`config.mk`:
```
export PLATFORM = sky130hd
export DESIGN_NAME = glyph_string_draw
export DESIGN_NICKNAME = d
export VERILOG_FILES = /design/src/rtl/glyph_string_draw_pkg.sv /design/src/rtl/glyph_string_draw_box_sweep_counter.sv /design/src/rtl/glyph_string_draw.sv
export SDC_FILE = /design/constraint.sdc
export NUM_CORES = 1
export LEC_CHECK = 0
export BUFFER_PORTS_ARGS = -buffer_cell sky130_fd_sc_hd__buf_4
export CAP_MARGIN = 20
export CELL_PAD_IN_SITES_DETAIL_PLACEMENT = 1
export CELL_PAD_IN_SITES_GLOBAL_PLACEMENT = 1
export CORE_MARGIN = 5
export CORE_UTILIZATION = 42
export CTS_CLUSTER_DIAMETER = 80
export DETAILED_ROUTE_END_ITERATION = 12
export PLACE_DENSITY = 0.92
export SLEW_MARGIN = 20
export SYNTH_ARGS = -nofsm -noshare
export SYNTH_HDL_FRONTEND = slang
export SYNTH_SLANG_ARGS = --single-unit
```
`constraint.sdc`:
```
create_clock -name clk -period 5.24 [get_ports clk]
set_input_delay 0.524 -clock clk [delete_from_list [all_inputs] [get_ports clk]]
set_output_delay 0.524 -clock clk [all_outputs]
set_load 0.02 [all_outputs]
```
`src/rtl/glyph_string_draw_pkg.sv`:
```
// Shared state encoding and default geometry for the glyph string renderer.
package glyph_string_draw_pkg;

    typedef enum logic [1:0] {
        S_RESET = 2'd0,
        S_IDLE  = 2'd1,
        S_CLEAR = 2'd2,
        S_DRAW  = 2'd3
    } state_t;

    localparam int DEF_GLYPH_W    = 12;
    localparam int DEF_GLYPH_H    = 12;
    localparam int DEF_NUM_GLYPHS = 3;
    localparam int DEF_SCREEN_W   = 160;
    localparam int DEF_SCREEN_H   = 120;
    localparam int DEF_COLOUR_W   = 3;

    // Coordinate output widths, and the guard bits used for unclipped addresses.
    localparam int X_W      = 8;
    localparam int Y_W      = 7;
    localparam int ADDR_PAD = 2;

    function automatic int cnt_w(input int n);
        return (n > 1) ? $clog2(n) : 1;
    endfunction

endpackage

```
`src/rtl/glyph_string_draw_box_sweep_counter.sv`:
```
// Walks a glyph box in glyph -> row -> column order, column fastest.
module box_sweep_counter
    import glyph_string_draw_pkg::*;
#(
    parameter int GLYPH_W    = DEF_GLYPH_W,
    parameter int GLYPH_H    = DEF_GLYPH_H,
    parameter int NUM_GLYPHS = DEF_NUM_GLYPHS,
    localparam int GLY_W     = cnt_w(NUM_GLYPHS),
    localparam int ROW_W     = cnt_w(GLYPH_H),
    localparam int COL_W     = cnt_w(GLYPH_W)
) (
    input  logic             clk,
    input  logic             reset,
    input  logic             i_en,
    input  logic             i_clr,
    output logic [GLY_W-1:0] o_glyph,
    output logic [ROW_W-1:0] o_row,
    output logic [COL_W-1:0] o_col,
    output logic             o_last
);

    logic [GLY_W-1:0] r_glyph;
    logic [ROW_W-1:0] r_row;
    logic [COL_W-1:0] r_col;
    logic             w_col_end;
    logic             w_row_end;
    logic             w_glyph_end;

    assign w_col_end   = (r_col == COL_W'(GLYPH_W - 1));
    assign w_row_end   = (r_row == ROW_W'(GLYPH_H - 1));
    assign w_glyph_end = (r_glyph == GLY_W'(NUM_GLYPHS - 1));

    always_ff @(posedge clk) begin
        if (!reset || i_clr) begin
            r_glyph <= '0;
            r_row   <= '0;
            r_col   <= '0;
        end else if (i_en) begin
            if (w_col_end) begin
                r_col <= '0;
                if (w_row_end) begin
                    r_row   <= '0;
                    // Wrapping to zero leaves the counter ready for the next sweep.
                    r_glyph <= w_glyph_end ? '0 : r_glyph + GLY_W'(1);
                end else begin
                    r_row <= r_row + ROW_W'(1);
                end
            end else begin
                r_col <= r_col + COL_W'(1);
            end
        end
    end

    assign o_glyph = r_glyph;
    assign o_row   = r_row;
    assign o_col   = r_col;
    assign o_last  = w_col_end && w_row_end && w_glyph_end;

endmodule

```
`src/rtl/glyph_string_draw.sv`:
```
// Renders a string of bitmap glyphs into a pixel-write stream: full-screen clear
// after reset, then per request an erase of the previous box followed by a draw.
module glyph_string_draw
    import glyph_string_draw_pkg::*;
#(
    parameter int GLYPH_W    = DEF_GLYPH_W,
    parameter int GLYPH_H    = DEF_GLYPH_H,
    parameter int NUM_GLYPHS = DEF_NUM_GLYPHS,
    parameter int SCREEN_W   = DEF_SCREEN_W,
    parameter int SCREEN_H   = DEF_SCREEN_H,
    parameter int COLOUR_W   = DEF_COLOUR_W
) (
    input  logic                                   clk,
    input  logic                                   reset,
    input  logic                                   ld,
    input  logic [X_W-1:0]                         x,
    input  logic [Y_W-1:0]                         y,
    input  logic [COLOUR_W-1:0]                    colour_in,
    input  logic [NUM_GLYPHS*GLYPH_W*GLYPH_H-1:0]  glyphs,
    output logic [X_W-1:0]                         x_out,
    output logic [Y_W-1:0]                         y_out,
    output logic [COLOUR_W-1:0]                    colour,
    output logic                                   writeEn,
    output logic                                   busy,
    output logic                                   done
);

    localparam int BITS  = NUM_GLYPHS * GLYPH_W * GLYPH_H;
    localparam int IDX_W = cnt_w(BITS);
    localparam int GLY_W = cnt_w(NUM_GLYPHS);
    localparam int ROW_W = cnt_w(GLYPH_H);
    localparam int COL_W = cnt_w(GLYPH_W);
    localparam int AX_W  = X_W + ADDR_PAD;
    localparam int AY_W  = Y_W + ADDR_PAD;

    state_t              r_state;
    state_t              w_next;
    logic                r_ld_d;
    logic                w_ld_rise;

    logic [X_W-1:0]      r_scr_x;
    logic [Y_W-1:0]      r_scr_y;
    logic                w_scr_last;

    logic [X_W-1:0]      r_org_x;
    logic [Y_W-1:0]      r_org_y;
    logic [X_W-1:0]      r_prev_x;
    logic [Y_W-1:0]      r_prev_y;
    logic [COLOUR_W-1:0] r_fg;
    logic [BITS-1:0]     r_bitmap;

    logic [GLY_W-1:0]    w_glyph;
    logic [ROW_W-1:0]    w_row;
    logic [COL_W-1:0]    w_col;
    logic                w_box_last;
    logic                w_box_en;
    logic                w_box_clr;

    logic [X_W-1:0]      w_base_x;
    logic [Y_W-1:0]      w_base_y;
    logic [AX_W-1:0]     w_px;
    logic [AY_W-1:0]     w_py;
    logic                w_on_screen;
    logic [IDX_W-1:0]    w_lin;
    logic [IDX_W-1:0]    w_idx;
    logic                w_bit;

    logic                w_we_nxt;
    logic [COLOUR_W-1:0] w_colour_nxt;
    logic [X_W-1:0]      w_x_nxt;
    logic [Y_W-1:0]      w_y_nxt;
    logic                w_end_nxt;

    logic [X_W-1:0]      r_x_out;
    logic [Y_W-1:0]      r_y_out;
    logic [COLOUR_W-1:0] r_colour;
    logic                r_we;
    logic                r_busy;
    logic                r_sweep_end;
    logic                r_done;

    assign w_ld_rise = ld & ~r_ld_d;

    always_ff @(posedge clk) begin
        if (!reset) begin
            r_state <= S_RESET;
        end else begin
            r_state <= w_next;
        end
    end

    always_comb begin
        w_next = r_state;
        case (r_state)
            S_RESET: if (w_scr_last) w_next = S_IDLE;
            S_IDLE:  if (w_ld_rise)  w_next = S_CLEAR;
            S_CLEAR: if (w_box_last) w_next = S_DRAW;
            S_DRAW:  if (w_box_last) w_next = S_IDLE;
            default: w_next = S_RESET;
        endcase
    end

    assign w_scr_last = (r_scr_x == X_W'(SCREEN_W - 1)) && (r_scr_y == Y_W'(SCREEN_H - 1));

    always_ff @(posedge clk) begin
        if (!reset) begin
            r_ld_d  <= 1'b0;
            r_scr_x <= '0;
            r_scr_y <= '0;
        end else begin
            r_ld_d <= ld;
            if (r_state == S_RESET) begin
                if (r_scr_x == X_W'(SCREEN_W - 1)) begin
                    r_scr_x <= '0;
                    r_scr_y <= (r_scr_y == Y_W'(SCREEN_H - 1)) ? '0 : r_scr_y + Y_W'(1);
                end else begin
                    r_scr_x <= r_scr_x + X_W'(1);
                end
            end
        end
    end

    // Request inputs are captured once; later changes cannot disturb a sweep.
    always_ff @(posedge clk) begin
        if (!reset) begin
            r_org_x  <= '0;
            r_org_y  <= '0;
            r_prev_x <= '0;
            r_prev_y <= '0;
            r_fg     <= '0;
            r_bitmap <= '0;
        end else begin
            if (r_state == S_IDLE && w_ld_rise) begin
                r_org_x  <= x;
                r_org_y  <= y;
                r_fg     <= colour_in;
                r_bitmap <= glyphs;
            end
            if (r_state == S_DRAW && w_box_last) begin
                r_prev_x <= r_org_x;
                r_prev_y <= r_org_y;
            end
        end
    end

    assign w_box_en  = (r_state == S_CLEAR) || (r_state == S_DRAW);
    assign w_box_clr = (r_state == S_IDLE) || (r_state == S_RESET);

    box_sweep_counter #(
        .GLYPH_W   (GLYPH_W),
        .GLYPH_H   (GLYPH_H),
        .NUM_GLYPHS(NUM_GLYPHS)
    ) u_box (
        .clk    (clk),
        .reset  (reset),
        .i_en   (w_box_en),
        .i_clr  (w_box_clr),
        .o_glyph(w_glyph),
        .o_row  (w_row),
        .o_col  (w_col),
        .o_last (w_box_last)
    );

    assign w_base_x = (r_state == S_DRAW) ? r_org_x : r_prev_x;
    assign w_base_y = (r_state == S_DRAW) ? r_org_y : r_prev_y;

    // Wide addresses so pixels past the screen edge are clipped rather than wrapped.
    assign w_px = AX_W'(w_base_x) + AX_W'(w_glyph) * AX_W'(GLYPH_W) + AX_W'(w_col);
    assign w_py = AY_W'(w_base_y) + AY_W'(w_row);
    assign w_on_screen = (w_px < AX_W'(SCREEN_W)) && (w_py < AY_W'(SCREEN_H));

    // Glyph 0 sits at the MSB end and each glyph is MSB-first row-major,
    // so the sweep position counts down from the top bit.
    assign w_lin = IDX_W'(w_glyph) * IDX_W'(GLYPH_W * GLYPH_H)
                 + IDX_W'(w_row) * IDX_W'(GLYPH_W) + IDX_W'(w_col);
    assign w_idx = IDX_W'(BITS - 1) - w_lin;
    assign w_bit = r_bitmap[w_idx];

    always_comb begin
        w_we_nxt     = 1'b0;
        w_colour_nxt = '0;
        w_x_nxt      = r_x_out;
        w_y_nxt      = r_y_out;
        w_end_nxt    = 1'b0;
        case (r_state)
            S_RESET: begin
                w_we_nxt  = 1'b1;
                w_x_nxt   = r_scr_x;
                w_y_nxt   = r_scr_y;
                w_end_nxt = w_scr_last;
            end
            S_CLEAR: begin
                w_we_nxt = w_on_screen;
                w_x_nxt  = w_px[X_W-1:0];
                w_y_nxt  = w_py[Y_W-1:0];
            end
            S_DRAW: begin
                w_we_nxt     = w_on_screen & w_bit;
                w_colour_nxt = r_fg;
                w_x_nxt      = w_px[X_W-1:0];
                w_y_nxt      = w_py[Y_W-1:0];
                w_end_nxt    = w_box_last;
            end
            default: ;
        endcase
    end

    // busy and done are pipelined to stay aligned with the registered pixel stream.
    always_ff @(posedge clk) begin
        if (!reset) begin
            r_x_out     <= '0;
            r_y_out     <= '0;
            r_colour    <= '0;
            r_we        <= 1'b0;
            r_busy      <= 1'b1;
            r_sweep_end <= 1'b0;
            r_done      <= 1'b0;
        end else begin
            r_x_out     <= w_x_nxt;
            r_y_out     <= w_y_nxt;
            r_colour    <= w_colour_nxt;
            r_we        <= w_we_nxt;
            r_busy      <= (r_state != S_IDLE);
            r_sweep_end <= w_end_nxt;
            r_done      <= r_sweep_end;
        end
    end

    assign x_out   = r_x_out;
    assign y_out   = r_y_out;
    assign colour  = r_colour;
    assign writeEn = r_we;
    assign busy    = r_busy;
    assign done    = r_done;

endmodule

```
==> Word-level counts from Yosys, hierarchy flattened <==
Index checks and enable logic that the tools add are counted.
Widths: inputs -> output; s select.
{ "totals": {"regBits": 515, "inputBits": 453, "output_inout_bits": 21, "elab_cells": 89} }
{ "op_classes": {"addsub": 11, "mul": 3, "magnitude_cmp": 3, "n_eq_ne": 13, "mux": 18, "bitwise": 3, "reduce_logical": 18} }
{ "ops": {"columns": ["op", "count"], "rows": [
  ["$mux 8", 2],
  ["$pmux 8 s2", 1],
  ["$mux 7", 2],
  ["$pmux 7 s2", 1],
  ["$add 9x4->10", 1],
  ["$lt 10x8->1 const B", 1],
  ["$lt 9x10->1 const B", 1],
  ["$mux 2", 5],
  ["$add 8x6->9", 1],
  ["$add 9x4->9", 1],
  ["$add 9x8->9", 1],
  ["$bmux 1 s9", 1],
  ["$sub 9x9->9 const A", 1],
  ["$add 4x1->4 const B", 2],
  ["$add 7x4->8", 1],
  ["$add 8x1->8 const B", 1],
  ["$eq 4x4->1 const B", 2],
  ["$eq 8x8->1 const B", 1],
  ["$lt 8x7->1 const B", 1],
  ["$mux 4", 2],
  ["$ne 2x2->1 const B", 4],
  ["$pmux 2 s4", 1],
  ["$add 7x1->7 const B", 1],
  ["$eq 7x7->1 const B", 1],
  ["21 further kinds", 33]
]} }

==> Depth between registers and ports, before layout <==
{ "logic_depth": {"ltp_word": 8, "depth_mapped": 16, "mapped_depth_nobuf": 15} }

==> By module <==
From an unflattened synthesis, not the netlist that was laid out.
{ "hier_totals": {"hier_cells": 2769, "hier_area_um2": 24069.3} }
{ "modules_own_cells": {"columns": ["mod", "instances", "cells_each", "area_each_um2", "seq_area_each_um2"], "rows": [
  ["glyph_string_draw", 1, 2716, 23573.9, 10109.7],
  ["box_sweep_counter", 1, 53, 495.5, 200.2]
]} }

==> Worst setup path after synthesis <==
Ideal clock, no wire load.
{ "synth_timing": {"kind": "register to register", "startpoint": "register r_state[0]", "endpoint": "register r_we (netlist: writeEn)", "setup_time_ps": 123, "arrival_time_ps": 3892, "required_ps": 5117, "setup_slack_ps": 1225, "stages_incl_launch_ff": 16, "path_buffers": 3, "period_less_slack_ps": 4015, "path_cell_list": "dfxtp_1 -> ha_1 -> clkbuf_1 -> clkbuf_1 -> clkbuf_1 -> mux2_2 -> ha_1 -> ha_1 -> fa_1 -> a21o_1 -> a21oi_1 -> o21ai_0 -> xor2_1 -> nand4b_1 -> a41oi_1 -> nor4_2"} }
{ "synth_between": {"elab_chain_cells": 8, "elab_cells_between_ends": 13, "cone_classes": "add/sub: 3; order compare: 2; eq/ne: 2; mux: 3; bitwise: 1; reduce/logical: 2"} }
{ "synth_lines": {"columns": ["element", "line_no", "text"], "rows": [
  ["start, declared", "glyph_string_draw.sv:36", "state_t r_state;"],
  ["start signal, assigned", "glyph_string_draw.sv:88", "r_state <= w_next;"],
  ["$eq 2x2->1", "glyph_string_draw.sv:164, glyph_string_draw.sv:165, glyph_string_draw.sv:185", null],
  ["$mux 8", "glyph_string_draw.sv:164", "assign w_base_x = (r_state == S_DRAW) ? r_org_x : r_prev_x;"],
  ["$add 8x6->9", "glyph_string_draw.sv:168", "assign w_px = AX_W'(w_base_x) + AX_W'(w_glyph) * AX_W'(GLYPH_W) + AX_W'(w_col);"],
  ["$add 9x4->10", "glyph_string_draw.sv:168", null],
  ["$lt 10x8->1", "glyph_string_draw.sv:170", "assign w_on_screen = (w_px < AX_W'(SCREEN_W)) && (w_py < AY_W'(SCREEN_H));"],
  ["$logic_and 1x1->1", "glyph_string_draw.sv:170", null],
  ["$and 1x1->1", "glyph_string_draw.sv:198", "w_we_nxt = w_on_screen & w_bit;"],
  ["$pmux 1 s3 *", "glyph_string_draw.sv:185", "case (r_state)"],
  ["end signal, assigned", "glyph_string_draw.sv:222", "r_we <= w_we_nxt;"],
  ["end, declared", "glyph_string_draw.sv:77", "logic r_we;"]
]} }
Mark *: on every way between the ends. The rest lies on a longest branch, timed or not.
A chain may end at the register's enable or synchronous reset.

==> Worst setup path in the final report <==
Same ends and word-level chain as after synthesis.

==> flow_summary.ini <==
[pwr]
finalPower_mw = 9.73
p_sw_frac = 0.265
share_comb_of_total_power = 0.134
p_sw_mw = 2.58
internal_power_mw = 7.16
seqPwrFrac = 0.443
leakagePower_nw = 10.9
p_per_area_nw_per_um2 = 324
ir_drop_mv = 0.273
power_frac_clock = 0.423

[yosys]
synth_edf_count = 0
yosys_register_bits = 515
ys.flop_type = dfxtp_1
yosysWarnings = 0
synth_xor_area_frac = 0.00868
avgSynthCellArea_um2 = 8.77
synth-async-reset-ratio = 0
synth_compound_area_frac = 0.192
syn_nets = 3261
seq_area_frac_synth = 0.426
synthMuxAreaShare = 0.116
yosys.cell_types.count = 71
yosys.area_share.simple = 0.186
synth_adder_area_share = 0.0267
syn_area_um2 = 24200
synth_top_family_by_area = compound AO/OA/AOI/OAI gates
synthCells = 2760

[critical_path]
endpoint_kind = register
critPathMaxStageDelay_ps = 630
r2r_cells = 12
cp-start-kind = register
critPathKind = register to register
path_common_cell = ha_1
r2r_end = writeEn
critPathMaxFanout = 15
r2r_start = r_state[0]
required_ps = 5720
r2r_slack_ps = 830
cp_slowest_cell = ha_1
crit_chain = ha_1 > mux2_2 > ha_1 > ha_1 > fa_1 > a21o_1 > a21oi_1 > o21ai_0 > xor2_1 > nand4b_1 > a41oi_1 > nor4_2
cp.arrival_ps = 4890

[min_path]
hp-start = ld
hold_end = r_ld_d
hold_depth = 2
hold_path.class = primary input to register

[timing]
worstMarginPinSlew_ps = 1010
period_share = 0.842
finalSetupTns_ps = 0
timing.fmax_ghz = 0.227
holdWs_ps = 145
relSlewSlack = 0.324
rsz0062_at_grt = false
fin_skew_ps = 17.7
min_period_ps = 4410
maxSlewViolCount = 0
setup_viol = 0
hold_violations = 0

[global_route]
grt_pass1_vias = 22700
grt_max_degree = 199
gr-total-overflow = 0
grt_first_pass_wirelength_um = 133000
grt_use_total = 0.268
antenna_found_initial = 24

[clock_tree]
clk-insertion-delay-late_ps = 610
cts_buffers = 57
cts_resized = 0
cts_tree = yes
hold_buffers = 0
root_buffer = clkbuf_16
post-cts-setup-buffers = 0
cts.htree.levels = 2
cts_buffer_depth = 3
clk_pin_slew_worst_paths_ps = 60
clkSinkCount = 515

[finish]
fin_area_um2 = 30100
layout_common_cells = 956 x nand2_1, 513 x dfxtp_1, 483 x buf_4
postLayoutCoreUtil = 0.524
fillers = 6646
drive_gt1_frac = 0.219
final_nets = 3604
final_common_cell = nand2_1
area_growth_pct = 24.1

[floorplanning]
ioPinCount = 474
design.core.area_um2 = 57400
initial_core_util = 0.422
die_w_um = 250
placementRows = 88
design.die.area_um2 = 62600
dieHeight_um = 250

[detailed_routing]
drc = 0
vias = 21500
wl_um = 88400
wl_per_cell_um = 22.5
drtPass1Iterations = 5
ant_nets = 0
drtIter0Drc = 1453
viasPerCell = 5.47

[placed_design]
routabilityCongestion = 0.841
numPortBuffers = 473
placed_area_um2 = 28100
hpwlAfterDp_um = 62000

[outcome]
status = finished, final reports clean

[job]
maxCapViolCount = 0
[Yosys cell counts, types with 4 or more instances]
library cell / n / area (µm²)
or2_2: 4 / 25.0
buf_6: 10 / 113
nor2_1: 51 / 191
a211oi_1: 11 / 82.6
inv_1: 29 / 109
o22ai_1: 14 / 87.6
xnor2_1: 14 / 123
and2_1: 9 / 56.3
nor3_1: 10 / 50.1
a21boi_0: 453 / 3400
a22oi_1: 25 / 188
mux4_1: 10 / 263
nand4_1: 11 / 68.8
ha_1: 42 / 526
dfxtp_1: 515 / 10300
nor2b_1: 33 / 206
o211ai_1: 16 / 120
fa_1: 6 / 120
o211a_1: 6 / 60.1
xor2_1: 10 / 87.6
a21o_1: 4 / 30.0
and3_1: 4 / 25.0
clkbuf_1: 174 / 653
nand2_1: 956 / 3590
mux2i_1: 79 / 791
a21oi_1: 46 / 230
o21ai_0: 24 / 120
buf_4: 7 / 52.6
or3_1: 5 / 31.3
a31oi_1: 5 / 31.3
o21bai_1: 4 / 30.0
mux4_2: 70 / 1580
nand3_1: 16 / 80.1
nand2b_1: 8 / 50.1
buf_2: 13 / 65.1
o21a_1: 4 / 30.0
mux2_2: 16 / 180
[cells by family (layout without fill, tap and decap cells)]
family | count (synthesis) | after routing
other | 0 | 22
XOR/XNOR | 24 | 24
AND/OR/NAND/NOR | 1122 | 1122
flip-flops | 515 | 515
buffers and inverters | 240 | 627
multiplexers | 175 | 175
AO/OA/AOI/OAI | 636 | 636
adder cells (fa/ha/maj) | 48 | 48
[worst max-delay path, delay by kind of cell (launching register included)]
kind | cells | cell delay [ps]
adders and majority gates | 4 | 1600
AOI/OAI and AO/OA | 4 | 1290
DFF | 1 | 440
and+or+nand+nor | 2 | 330
xor gates and xnor gates | 1 | 200
muxes | 1 | 410
[power by group through the flow]
stage / Clock (mW) / Sequential (mW) / Combinational (mW)
4_1_cts: 4.19 / 4.31 / 1.31
6_report: 4.12 / 4.31 / 1.30
5_1_grt: 4.36 / 4.33 / 1.42
3_3_place_gp: 0 / 4.38 / 1.25
2_1_floorplan: 0 / 4.36 / 0.685
3_5_place_dp: 0 / 4.39 / 1.29
[flip-flops by register name, indices dropped and copies added, names as in the netlist, 7 cells and up]
signal / cells
r_prev_x: 8
r_scr_y: 7
r_org_y: 7
r_bitmap: 432
r_org_x: 8
x_out: 8
r_prev_y: 7
y_out: 7
r_scr_x: 8
[area by class of cell]
type | instances | area, µm² | share of cell area
Antenna cell | 22 | 55.1 | 0.00183
Multi-Input combinational cell | 2005 | 12900 | 0.428
Inverter | 30 | 113 | 0.00375
Timing Repair Buffer | 494 | 3840 | 0.128
Clock buffer | 89 | 1760 | 0.0585
Sequential cell | 515 | 10300 | 0.343
Tap cell | 765 | 957 | 0.0318
Clock inverter | 14 | 156 | 0.00520
[layer usage]
metal  wire length, µm  up-vias  global-route usage
met5                34        -                   0
met4              3680        4               0.116
met3              5460      181              0.0574
met2             43500      651               0.459
met1             35700    10600               0.325
li1                  -    10100                   -
[stage by stage]
stage                     instances  setup WS [ps]
final                          3934            829
after floorplan                2760           1220
after detailed placement       3809            967
after global placement         3809           1170
after global routing           3932            708
after CTS                      3912            847
[worst max-delay path by stage]
stage                   end  cells past startpoint  slack, ps  startpoint
detailed placement  writeEn                     12        970  r_state[0]
floorplan           writeEn                     15       1220  r_state[0]
finish              writeEn                     12        830  r_state[0]
global placement    writeEn                     12       1170  r_state[0]
global route        writeEn                     12        710  r_state[0]
CTS                 writeEn                     12        850  r_state[0]
(Power assumes the default switching activity.)
